`src/rtl/porta_ctrl_param.sv`:
```
`default_nettype none
// ============================================================================
//  Module      : porta_ctrl_param
//  Description : Parametrised automatic-door controller. Opens on request or
//                emergency, holds open for HOLD_CYC cycles, closes over
//                TRAVEL_CYC cycles, and reverses when an obstacle or a new
//                request appears while closing. Drives motors, LEDs and a
//                7-segment state letter.
//  Revision    : 1.0 - initial release
// ============================================================================
module porta_ctrl_param #(
    parameter int TRAVEL_CYC = 8,   // cycles to fully open or fully close
    parameter int HOLD_CYC   = 20,  // cycles held open before auto-close
    parameter int CNT_W      = 16   // counter width
) (
    input  logic       clock,
    input  logic       reset_n,
    input  logic       abrir,
    input  logic       fechar,
    input  logic       sensor,
    input  logic       trava,
    input  logic       emergencia,
    output logic [1:0] estado,
    output logic       motor_abre,
    output logic       motor_fecha,
    output logic       led_verde,
    output logic       led_vermelho,
    output logic [6:0] hex,
    output logic       evt_reversao
);

    // Last counter value of a travel phase and of the open hold phase.
    localparam logic [CNT_W-1:0] TRAVEL_LAST = CNT_W'(TRAVEL_CYC - 1);
    localparam logic [CNT_W-1:0] HOLD_LAST   = CNT_W'(HOLD_CYC - 1);

    // Active-low 7-segment codes {g..a} for the state letters.
    localparam logic [6:0] HEX_F = 7'b0001110;
    localparam logic [6:0] HEX_O = 7'b1000000;
    localparam logic [6:0] HEX_A = 7'b0001000;
    localparam logic [6:0] HEX_C = 7'b1000110;

    typedef enum logic [1:0] {
        FECHADO  = 2'b00,
        ABRINDO  = 2'b01,
        ABERTO   = 2'b10,
        FECHANDO = 2'b11
    } state_t;

    state_t           state;
    logic [CNT_W-1:0] cnt;
    logic             keep_open;

    // Anything that demands the doorway be (or stay) clear.
    always_comb begin
        keep_open = emergencia | sensor | abrir;
    end

    // Door state machine with its phase counter and reversal pulse.
    always_ff @(posedge clock or negedge reset_n) begin
        if (!reset_n) begin
            state        <= FECHADO;
            cnt          <= '0;
            evt_reversao <= 1'b0;
        end else begin
            evt_reversao <= 1'b0;
            case (state)
                FECHADO: begin
                    cnt <= '0;
                    // Emergency overrides the lock; a plain request does not.
                    if (emergencia || (abrir && !trava)) begin
                        state <= ABRINDO;
                    end
                end
                ABRINDO: begin
                    // Opening cannot be interrupted; only travel time matters.
                    if (cnt == TRAVEL_LAST) begin
                        state <= ABERTO;
                        cnt   <= '0;
                    end else begin
                        cnt <= cnt + 1'b1;
                    end
                end
                ABERTO: begin
                    if (keep_open) begin
                        cnt <= '0;
                    end else if (fechar) begin
                        state <= FECHANDO;
                        cnt   <= '0;
                    end else if (cnt == HOLD_LAST) begin
                        state <= FECHANDO;
                        cnt   <= '0;
                    end else begin
                        cnt <= cnt + 1'b1;
                    end
                end
                FECHANDO: begin
                    // Reverse from the current position: the remaining
                    // opening distance equals what has already been closed.
                    if (keep_open) begin
                        state        <= ABRINDO;
                        cnt          <= TRAVEL_LAST - cnt;
                        evt_reversao <= 1'b1;
                    end else if (cnt == TRAVEL_LAST) begin
                        state <= FECHADO;
                        cnt   <= '0;
                    end else begin
                        cnt <= cnt + 1'b1;
                    end
                end
                default: begin
                    state <= FECHADO;
                    cnt   <= '0;
                end
            endcase
        end
    end

    // Moore outputs decoded straight from the state register, so an
    // asynchronous reset drops the motors without waiting for a clock.
    always_comb begin
        estado       = state;
        motor_abre   = (state == ABRINDO);
        motor_fecha  = (state == FECHANDO);
        led_verde    = (state == ABERTO);
        led_vermelho = (state == FECHADO);
        case (state)
            FECHADO:  hex = HEX_F;
            ABRINDO:  hex = HEX_O;
            ABERTO:   hex = HEX_A;
            FECHANDO: hex = HEX_C;
            default:  hex = HEX_F;
        endcase
    end

endmodule
`default_nettype wire

```
`config.mk`:
```
export PLATFORM = sky130hd
export DESIGN_NAME = porta_ctrl_param
export DESIGN_NICKNAME = d
export VERILOG_FILES = /design/src/rtl/porta_ctrl_param.sv
export SDC_FILE = /design/constraint.sdc
export NUM_CORES = 1
export LEC_CHECK = 0
export BUFFER_PORTS_ARGS = -buffer_cell sky130_fd_sc_hd__buf_2
export CAP_MARGIN = 20
export CORE_MARGIN = 5
export CORE_UTILIZATION = 51
export DETAILED_ROUTE_END_ITERATION = 10
export PLACE_DENSITY = 0.75
export SLEW_MARGIN = 20
export SYNTH_ARGS = -nofsm -noshare
export SYNTH_HDL_FRONTEND = slang
export SYNTH_SLANG_ARGS = --single-unit
```
`constraint.sdc`:
```
create_clock -name clock -period 2.15 [get_ports clock]
set_input_delay 0.215 -clock clock [delete_from_list [all_inputs] [get_ports clock]]
set_output_delay 0.215 -clock clock [all_outputs]
set_load 0.03 [all_outputs]
```
# ---- Word level (Yosys, flattened, before mapping)
# Index checks and enable logic that the tools add are counted.
dict set report totals {
  register_bits 19
  inputBits 7
  out_inout_bits 14
  wordCells 39
}
dict set report classes {
  addsub 2
  n_eq_ne 10
  mux 17
  n_bitwise 2
  n_reduce_logical 5
}
# operator count
set ops {}
lappend ops {{two-way mux 16 bit} 5}
lappend ops {{one-hot mux 16 bit (4 select lines)} 1}
lappend ops {{one-hot mux 7 bit (4 select lines)} 1}
lappend ops {{adder 16 x 1 -> 16 bit (second input constant)} 1}
lappend ops {{equality test 16 x 3 -> 1 bit (second input constant)} 1}
lappend ops {{equality test 16 x 5 -> 1 bit (second input constant)} 1}
lappend ops {{subtractor 3 x 16 -> 16 bit (first input constant)} 1}
lappend ops {{two-way mux 2 bit} 7}
lappend ops {{one-hot mux 2 bit (4 select lines)} 1}
lappend ops {{AND reduction 5 bit} 1}
lappend ops {{equality test 2 bit (second input constant)} 2}
lappend ops {{inequality test 2 x 1 -> 1 bit (second input constant)} 2}
lappend ops {{inequality test 3 x 1 -> 1 bit (second input constant)} 1}
lappend ops {{inequality test 3 x 2 -> 1 bit (second input constant)} 1}
lappend ops {{equality test 2 x 1 -> 1 bit (second input constant)} 1}
lappend ops {{logical NOT 2 bit} 1}
lappend ops {{two-way mux 1 bit} 2}
lappend ops {{inequality test 2 bit (second input constant)} 1}
lappend ops {{OR 1 bit} 2}
lappend ops {{logical AND 1 bit} 1}
lappend ops {{logical NOT 1 bit} 1}
lappend ops {{logical OR 1 bit} 1}

# ---- Longest topological paths before layout
# Gate-level depths: netlist of the first run.
dict set report depth {
  ltp_word 5
  depth_mapped 7
  mapped_depth_nobuf 7
}

# ---- Least setup slack after synthesis of the first run
# OpenSTA, ideal clock, no wires.
dict set report synth_timing {
  kind {reg-to-reg}
  start {reg cnt[3]}
  end {reg state[0], in the netlist estado[0]}
  setup_time_ns 0.126
  arrival_ns 2.145
  t_required_ns 2.024
  slack_ns -0.121
  stages_incl_launch_ff 8
  path_buffers 0
  period_less_slack_ns 2.271
  cell_sequence {dfrtp_1 -> inv_1 -> ha_1 -> or4b_4 -> nor4_4 -> a31oi_4 -> nand2b_4 -> o32a_1}
}
dict set report synth_between {
  elab_chain_len 3
  elab_cells_between_ends 6
  cone_classes {5 x eq/ne; 1 x reduce/logical}
}
# element line_no
set synth_lines {}
lappend synth_lines {{from (decl)} 50} ;# logic [CNT_W-1:0] cnt;
lappend synth_lines {{from (signal assigned)} 80} ;# cnt <= cnt + 1'b1;
lappend synth_lines {{from (signal assigned)} 93} ;# cnt <= cnt + 1'b1;
lappend synth_lines {{from (signal assigned)} 101} ;# cnt <= TRAVEL_LAST - cnt;
lappend synth_lines {{equality test 16 x 3 -> 1 bit or equality test 16 x 5 -> 1 bit (tied branches)} {76, 103, 89}}
lappend synth_lines {{inequality test 3 x 1 -> 1 bit (no source line) (tied with other cells)} n/a}
lappend synth_lines {{AND reduction 5 bit (no source line) (*)} n/a}
lappend synth_lines {{to (signal assigned)} 77} ;# state <= ABERTO;
lappend synth_lines {{to (signal assigned)} 104} ;# state <= FECHADO;
lappend synth_lines {{to (signal assigned)} 111} ;# state <= FECHADO;
lappend synth_lines {{to (decl)} 49} ;# state_t state;
# Mark *: on every way between the ends. The rest lies on a longest branch, timed or not.
# A chain may end at the register's enable or synchronous reset.

# ---- Worst setup path after layout of the first run
dict set report layout_timing {
  start {reg cnt[4]}
  end {reg state[0], in the netlist estado[0]}
}
# Same word-level chain as after synthesis.

==> impl_summary.txt, run 1 <==
----------------------------------------------------
[Run status]
  Outcome ... finished with violations
  Violated checks ... negative setup slack

[GRT]
  Vias in the first global route ... 1305
  Antenna violations before repair ... 0
  Global routing usage summed across all routing layers ... 17.4%
  First-pass GRT wire length ... 5820 um
  Largest net degree at the start of global routing ... 20
  Global-route congestion overflow total ... 0

[Floorplan]
  Y dimension of the die ... 63.7 um
  Initial cell density of the core ... 53.3%
  Total I/O pin count ... 21
  Area of the core ... 2760 um^2
  Die outline width ... 63.7 um
  Site row count ... 19
  Die area ... 4050 um^2

[Setup path]
  Critical Path Slowest Stage Cell ... sky130_fd_sc_hd__or4b_4
  Reg-to-reg critical path startpoint ... cnt[4]
  Critical path data required time ... 2.35 ns
  Worst stage delay on the critical path ... between 0.4 and 0.5 ns
  FF-to-FF setup slack ... -0.03 ns
  Highest fanout seen on the critical path ... 4
  Buffers plus inverters on the worst setup path ... 1
  Top Family by Delay on Critical Path ... simple AND/OR/NAND/NOR gates
  Worst path arrival time ... 2.37 ns
  Reg2Reg Capture Point ... estado[0]
  Kind of end point of the critical path ... register
  Setup CP Type ... reg -> reg
  Number of cells on the worst reg-to-reg path ... 7
  Cell chain of the critical path ... inv_2, ha_4, or4b_4, nor4_4, a31oi_4, nand2b_4, o32a_1
  Critical path startpoint category ... register

[Logic synthesis]
  Flip-flop cell with the highest count after synthesis ... sky130_fd_sc_hd__dfrtp_1
  Count of unique library cells instantiated by Yosys ... 44
  Synthesized flop and latch total ... 19
  Gate count after technology mapping ... between 150 and 200
  Synthesized area ... 1470 um^2
  Number of enable-type register cells in the synthesized netlist ... 0
  Register area share after synthesis ... 32.4%
  Share of synthesized flip-flops with an asynchronous set or reset ... 100%
  Ranking of synthesized cells by area ... sky130_fd_sc_hd__dfrtp_1, sky130_fd_sc_hd__xor2_1, sky130_fd_sc_hd__ha_1
  Largest area contributor in the synthesized netlist ... sky130_fd_sc_hd__dfrtp_1
  Synth Area per Inst ... 8.85 um^2
  Count of yosys warnings during synthesis ... 0
  Synth top area share ... 32.4%

[Power]
  Switching portion of total power ... 50.7%
  Total power draw ... 2.78 mW
  Pwr per Cell Area ... 1560 nW/um^2
  Combinational power share ... a little over two thirds
  Clock power share ... 6.8%
  Design internal power ... 1.37 mW
  Flop pwr share ... roughly 23%
  VDD IR-drop max ... 1.58 mV
  Net Switching ... 1.41 mW
  Leak pwr ... 0.825 nW

[Clocking]
  Clock tree from TritonCTS ... built
  Sink Count ... 19
  Clock latency reported for the late side of the worst-skew pair ... 0.30 ns
  Clock root cell ... sky130_fd_sc_hd__clkbuf_4
  Clock Tree Buf Depth ... 2
  Number of CTS-inserted buffers ... 3
  CTS H-Tree Depth ... 1
  Clk slew on worst S/H paths ... 0.11 ns

[STA]
  Top achievable clock speed ... 460 MHz
  Final setup viols ... 2
  Clock Skews ... 0.00398 ns
  Worst slew margin relative to its limit ... 66.2%
  Slack of the critical path ... -0.0254 ns
  Minimum clock period ... 2.18 ns
  Setup repair after global routing missed its margin ... true
  Tightest Pin Transition ... between 0.5 and 0.6 ns
  Hold violation total from the final report ... 0
  Setup Total Neg Slack ... -0.0422 ns
  Share of the clock period used by the worst path after layout ... 101%
  Max-slew violation total from the final report ... 0

[Drt]
  Post-detailed-route wirelength per cell ... 15.7 um
  Residual antenna-violating net count after detailed routing ... 0
  Routed vias ... around 1300
  Detailed-routing iteration count for the pre-antenna-repair pass ... 4
  Post-route DRC violation count ... 0
  Iter 0 DRT Violations ... 123
  Vias/cell ... 5.70
  Routed Wire Length ... 3540 um

[Place]
  Quantity of I/O buffers inserted on ports ... 17
  HPWL after DPL ... 2590 um
  Routability congestion estimate ... 0.879

[Cells and area]
  Layout Area Growth over Synthesis ... 21.8%
  Count of inserted antenna diode cells ... 0
  Share of cells above drive strength 1 ... a little under a third
  Nets ... 210
  Fill cell total of the finished layout ... between 200 and 250

[Flow run]
  Max-cap violations ... 0

[Hold path]
  HP Class ... in -> async

----------------------------------------------------
-- flip-flops by register name (all words and copies together) (netlist names) --
| name | count |
|---|---|
| cnt | 16 |
| estado | 2 |
| evt_reversao | 1 |
-- how the worst max path moves through the flow --
stage / from / end / slack (ns) / depth (start not counted)
detailed placement: cnt[3] / estado[0] / 0.02 / 7
CTS: cnt[3] / estado[0] / 0.002 / 7
floorplan: cnt[3] / estado[0] / -0.06 / 7
global placement: cnt[3] / estado[0] / 0.09 / 7
finish: cnt[4] / estado[0] / -0.03 / 7
global route: cnt[4] / estado[0] / -0.13 / 7
-- what timing repair did --
item / in CTS / in global routing
hold endpoints to repair: 19 / 0
gates resized for setup: 0 / 18
hold buffers: 1 / 0
setup buffers: 0 / 6
endpoints found under the setup margin: 0 / 16
-- placed cells by master (no fill, tap or decap), types with 4 or more instances in the layout --
| master | instances |
|---|---|
| sky130_fd_sc_hd__xor2_1 | 13 |
| sky130_fd_sc_hd__inv_1 | 5 |
| sky130_fd_sc_hd__o22ai_2 | 6 |
| sky130_fd_sc_hd__nand3_1 | 8 |
| sky130_fd_sc_hd__xnor2_1 | 10 |
| sky130_fd_sc_hd__ha_1 | 6 |
| sky130_fd_sc_hd__nor2_1 | 9 |
| sky130_fd_sc_hd__buf_4 | 17 |
| sky130_fd_sc_hd__nand2_1 | 10 |
| sky130_fd_sc_hd__a21oi_1 | 9 |
| sky130_fd_sc_hd__buf_2 | 17 |
| sky130_fd_sc_hd__dfrtp_1 | 19 |
| sky130_fd_sc_hd__o21ai_0 | 4 |
| sky130_fd_sc_hd__nor3_1 | 6 |
| sky130_fd_sc_hd__nand4_1 | 4 |
-- power by group through the flow --
stage / sequential [mW] / clock [mW] / combinational [mW]
floorplan: 0.628 / 0 / 1.36
global placement: 0.622 / 0 / 1.74
detailed placement: 0.631 / 0 / 1.79
CTS: 0.623 / 0.198 / 1.79
global route: 0.647 / 0.217 / 2.14
finish: 0.626 / 0.189 / 1.97
-- per-stage QoR --
step                      worst slack (ns)  utilization [%]  instance area (um^2)  std cells  hold slack [ns]
after floorplan                    -0.0617                -                  1490        168          -0.0806
after global placement              0.0883             59.4                  1640        216            0.175
after detailed placement            0.0236             59.4                  1640        216            0.189
after CTS                          0.00247             60.7                  1670        221            0.381
after global routing                -0.129             64.9                  1790        226            0.405
final                              -0.0254             64.9                  1790        226            0.368
-- cells in the mapped netlist, types with 2 or more instances --
cell type and n:
sky130_fd_sc_hd__or3_1 2, sky130_fd_sc_hd__nor2b_1 4, sky130_fd_sc_hd__xor2_1 13, sky130_fd_sc_hd__clkbuf_1 6, sky130_fd_sc_hd__nand3_1 9, sky130_fd_sc_hd__o21ai_0 7
sky130_fd_sc_hd__nand2_1 10, sky130_fd_sc_hd__o22ai_1 7, sky130_fd_sc_hd__ha_1 7, sky130_fd_sc_hd__nor2_1 9, sky130_fd_sc_hd__nand2b_1 3, sky130_fd_sc_hd__and4_1 3
sky130_fd_sc_hd__inv_1 7, sky130_fd_sc_hd__buf_4 4, sky130_fd_sc_hd__a21oi_1 9, sky130_fd_sc_hd__nor4_1 2, sky130_fd_sc_hd__nor3_1 6, sky130_fd_sc_hd__and3_1 2
sky130_fd_sc_hd__dfrtp_1 19, sky130_fd_sc_hd__xnor2_1 10, sky130_fd_sc_hd__nand4_1 4
-- cells by family (layout without fill, tap and decap cells) --
family / count (synthesis) / after routing / synth area share [%]
simple gates: 65 / 65 / 26.7
compound gates: 30 / 30 / 13.6
xor+xnor: 23 / 23 / 13.7
buf+inv: 20 / 47 / 6.73
flops: 19 / 19 / 32.4
fa+ha+maj: 7 / 7 / 5.96
other cells: 1 / 3 / 0.255
mux: 1 / 1 / 0.681
-- worst register-to-register path: cells and delay by family, from the launching register on --
kind / cells / cell delay, ns
AO/OA/AOI/OAI: 2 / 0.44
adder cells (fa/ha/maj): 1 / 0.14
buffers and inverters: 1 / 0.08
flip-flops: 1 / 0.41
AND/OR/NAND/NOR: 3 / 1.00
-- routing by layer --
layer	vias up	routed length [um]	global-route usage (%)
met4	0	27	3.90
li1	635	-	-
met3	4	163	3.91
met2	24	1890	31.5
met1	625	1460	20.7
met5	-	0	0
-- area by class of cell --
type / instances / area (um^2) / share of cell area [%]
Clock buffer: 4 / 26.3 / 1.47
Inverter: 7 / 26.3 / 1.47
Multi-Input combinational cell: 129 / 988 / 55.2
Sequential cell: 19 / 475 / 26.6
Tap cell: 31 / 38.8 / 2.17
Timing Repair Buffer: 36 / 234 / 13.1
(Power assumes the default switching activity.)
==> inputs of run 2 (changes only) <==
--- a/config.mk
+++ b/config.mk
@@ -11,6 +11,7 @@
 export CORE_UTILIZATION = 51
 export DETAILED_ROUTE_END_ITERATION = 10
 export PLACE_DENSITY = 0.75
+export SKIP_CTS_REPAIR_TIMING = 1
 export SLEW_MARGIN = 20
 export SYNTH_ARGS = -nofsm -noshare
 export SYNTH_HDL_FRONTEND = slang
==> run 2 against run 1 <==
Effect of this change: the flow still finishes with violations (negative setup slack); clock power hardly changed; worst hold slack gained 0.0036 ns; combinational power barely moved; power barely moved; register-to-register slack about the same; critical path type unchanged; largest cell class unchanged.
==> impl_summary.txt, run 2 (synthesis results as in run 1) <==
----------------------------------------------------
[Flow run]
  Max-cap violations ... 0 (unchanged)

[Setup path]
  Critical path data required time ... 2.35 ns (about the same)
  Kind of end point of the critical path ... register (unchanged)
  Setup CP Type ... reg -> reg (unchanged)
  CP Launch Point ... cnt[4] (unchanged)
  Reg-to-reg critical path startpoint ... cnt[4] (unchanged)
  Reg2Reg Capture Point ... estado[0] (unchanged)
  Worst path arrival time ... 2.37 ns (about the same)
  Timing endpoint of the critical path ... estado[0] (unchanged)
  Critical path startpoint category ... register (unchanged)
  FF-to-FF setup slack ... -0.02 ns (was -0.03 ns)
  Highest fanout seen on the critical path ... 4 (unchanged)
  Number of cells on the worst reg-to-reg path ... 7 (unchanged)

[Power]
  Leak pwr ... 0.825 nW (unchanged)
  Pwr per Cell Area ... 1560 nW/um^2 (about the same)
  Combinational power share ... 70.7% (about the same)
  VDD IR-drop max ... 1.58 mV (about the same)
  Net Switching ... 1.41 mW (about the same)
  Design internal power ... 1.37 mW (about the same)
  Clock power share ... 6.8% (about the same)
  Switching portion of total power ... 50.7% (about the same)
  Flop pwr share ... 22.5% (about the same)

[Drt]
  Post-detailed-route wirelength per cell ... 15.7 um (about the same)
  Residual antenna-violating net count after detailed routing ... 0 (unchanged)
  Routed Wire Length ... 3550 um (was 3540 um)
  Iter 0 DRT Violations ... 95 (was 123)
  Vias/cell ... 5.73 (was 5.70)
  Routed vias ... 1296 (was 1288)
  Post-route DRC violation count ... 0 (unchanged)
  Detailed-routing iteration count for the pre-antenna-repair pass ... 4 (unchanged)

[Floorplan]
  Initial cell density of the core ... 53.3% (unchanged)
  Total I/O pin count ... 21 (unchanged)
  Area of the core ... 2760 um^2 (unchanged)
  Die outline width ... 63.7 um (unchanged)
  Site row count ... 19 (unchanged)
  Die area ... 4050 um^2 (unchanged)
  Y dimension of the die ... 63.7 um (unchanged)

[Clocking]
  Clock root cell ... sky130_fd_sc_hd__clkbuf_4 (unchanged)
  Clock tree from TritonCTS ... built (unchanged)
  Clock latency reported for the late side of the worst-skew pair ... 0.30 ns (about the same)
  Clk slew on worst S/H paths ... 0.11 ns (about the same)
  Clock Tree Buf Depth ... 2 (unchanged)
  Number of CTS-inserted buffers ... 3 (unchanged)
  Sink Count ... 19 (unchanged)
  CTS H-Tree Depth ... 1 (unchanged)

[STA]
  Slack of the critical path ... -0.0217 ns (was -0.0254 ns)
  Top achievable clock speed ... 460 MHz (about the same)
  Hold violation total from the final report ... 0 (unchanged)
  Share of the clock period used by the worst path after layout ... 101% (about the same)
  Minimum clock period ... 2.17 ns (was 2.18 ns)
  Max-slew violation total from the final report ... 0 (unchanged)
  Setup repair after global routing missed its margin ... true (unchanged)
  Final setup viols ... 2 (unchanged)
  Clock Skews ... 0.00464 ns (was 0.00398 ns)
  Setup Total Neg Slack ... -0.0338 ns (was -0.0422 ns)

[Cells and area]
  Nets ... 210 (unchanged)
  Area taken by multi-input logic gates ... 988 um^2 (unchanged)
  Register area ... 475 um^2 (unchanged)
  Most frequent standard cell in the layout excluding fill and tap cells ... sky130_fd_sc_hd__dfrtp_1 (unchanged)
  Fill cell total of the finished layout ... 227 (unchanged)
  Reg with most FFs ... cnt (unchanged)
  Count of inserted antenna diode cells ... 0 (unchanged)
  Commonest cells after routing, fill and taps aside ... sky130_fd_sc_hd__dfrtp_1, sky130_fd_sc_hd__buf_2, sky130_fd_sc_hd__buf_4, sky130_fd_sc_hd__xor2_1 (unchanged)
  Flip-flop count of the largest register, all copies and words added ... 16 (unchanged)
  Design Area, Final ... 1790 um^2 (unchanged)
  Layout Area Growth over Synthesis ... 21.8% (unchanged)
  Share of cells above drive strength 1 ... 30.8% (unchanged)

[Place]
  Post-place setup slack ... 0.0236 ns (unchanged)
  Placed Area ... 1640 um^2 (unchanged)
  Quantity of I/O buffers inserted on ports ... 17 (unchanged)
  HPWL after DPL ... 2590 um (unchanged)
  Routability congestion estimate ... 0.879 (unchanged)

[GRT]
  Global routing usage summed across all routing layers ... 17.4% (about the same)
  First-pass GRT wire length ... 5810 um (was 5820 um)
  Global-route congestion overflow total ... 0 (unchanged)
  Largest net degree at the start of global routing ... 20 (unchanged)
  Antenna violations before repair ... 0 (unchanged)
  Vias in the first global route ... 1299 (was 1305)

[Run status]
  Outcome ... finished with violations (unchanged)
  Violated checks ... negative setup slack (unchanged)

[Hold path]
  HP Class ... in -> async (unchanged)

----------------------------------------------------
## run 2: cell counts in the layout (fill, tap and decap cells not counted)
No cell type changed its count.
## run 2: worst min path at each step
| stage | to | slack [ns] | depth (start not counted) |
|---|---|---|---|
| 3_5_place_dp | cnt[10] | 0.19 | 1 |
| 6_report | cnt[12] | 0.37 | 2 |
| 2_1_floorplan | cnt[0] | -0.08 | 0 |
| 3_3_place_gp | cnt[10] | 0.17 | 1 |
| 4_1_cts | estado[0] | -0.15 | 1 |
| 5_1_grt | cnt[12] | 0.41 | 2 |
## run 2: critical path, stage by stage (launching register included)
cell,delay [ns]
sky130_fd_sc_hd__dfrtp_1,0.41
sky130_fd_sc_hd__inv_2,0.08
sky130_fd_sc_hd__ha_4,0.13
sky130_fd_sc_hd__or4b_4,0.49
sky130_fd_sc_hd__nor4_4,0.34
sky130_fd_sc_hd__a31oi_4,0.16
sky130_fd_sc_hd__nand2b_4,0.17
sky130_fd_sc_hd__o32a_1,0.29
## run 2: power groups by stage
stage / Sequential, mW / Combinational (mW) / Clock [mW]
global placement: 0.622 / 1.74 / 0
global route: 0.647 / 2.14 / 0.217
floorplan: 0.628 / 1.36 / 0
CTS: 0.623 / 1.79 / 0.198
detailed placement: 0.631 / 1.79 / 0
finish: 0.626 / 1.97 / 0.189
## run 2: per-stage QoR
step	util (%)	total power, mW	cells	hold slack [ns]
6_report	64.9	2.78	226	0.372
5_1_grt	64.9	3.01	226	0.406
4_1_cts	60.3	2.61	220	-0.154
3_5_place_dp	59.4	2.42	216	0.189
3_3_place_gp	59.4	2.37	216	0.175
2_1_floorplan	-	1.98	168	-0.0806
## run 2: cell type report
class                   instances  share of cell area (%)
inverters                       7                    1.47
flip-flops and latches         19                    26.6
repair buffers                 36                    13.1
clock buffers                   4                    1.47
well taps                      31                    2.17
multi-input cells             129                    55.2
## run 2: metal layers
metal / wire length, um / up-vias / GRT usage (%)
met5: 0 / - / 0
met4: 27 / 0 / 3.90
met3: 180 / 4 / 3.73
met2: 1870 / 24 / 31.5
met1: 1470 / 633 / 20.7
li1: - / 635 / -
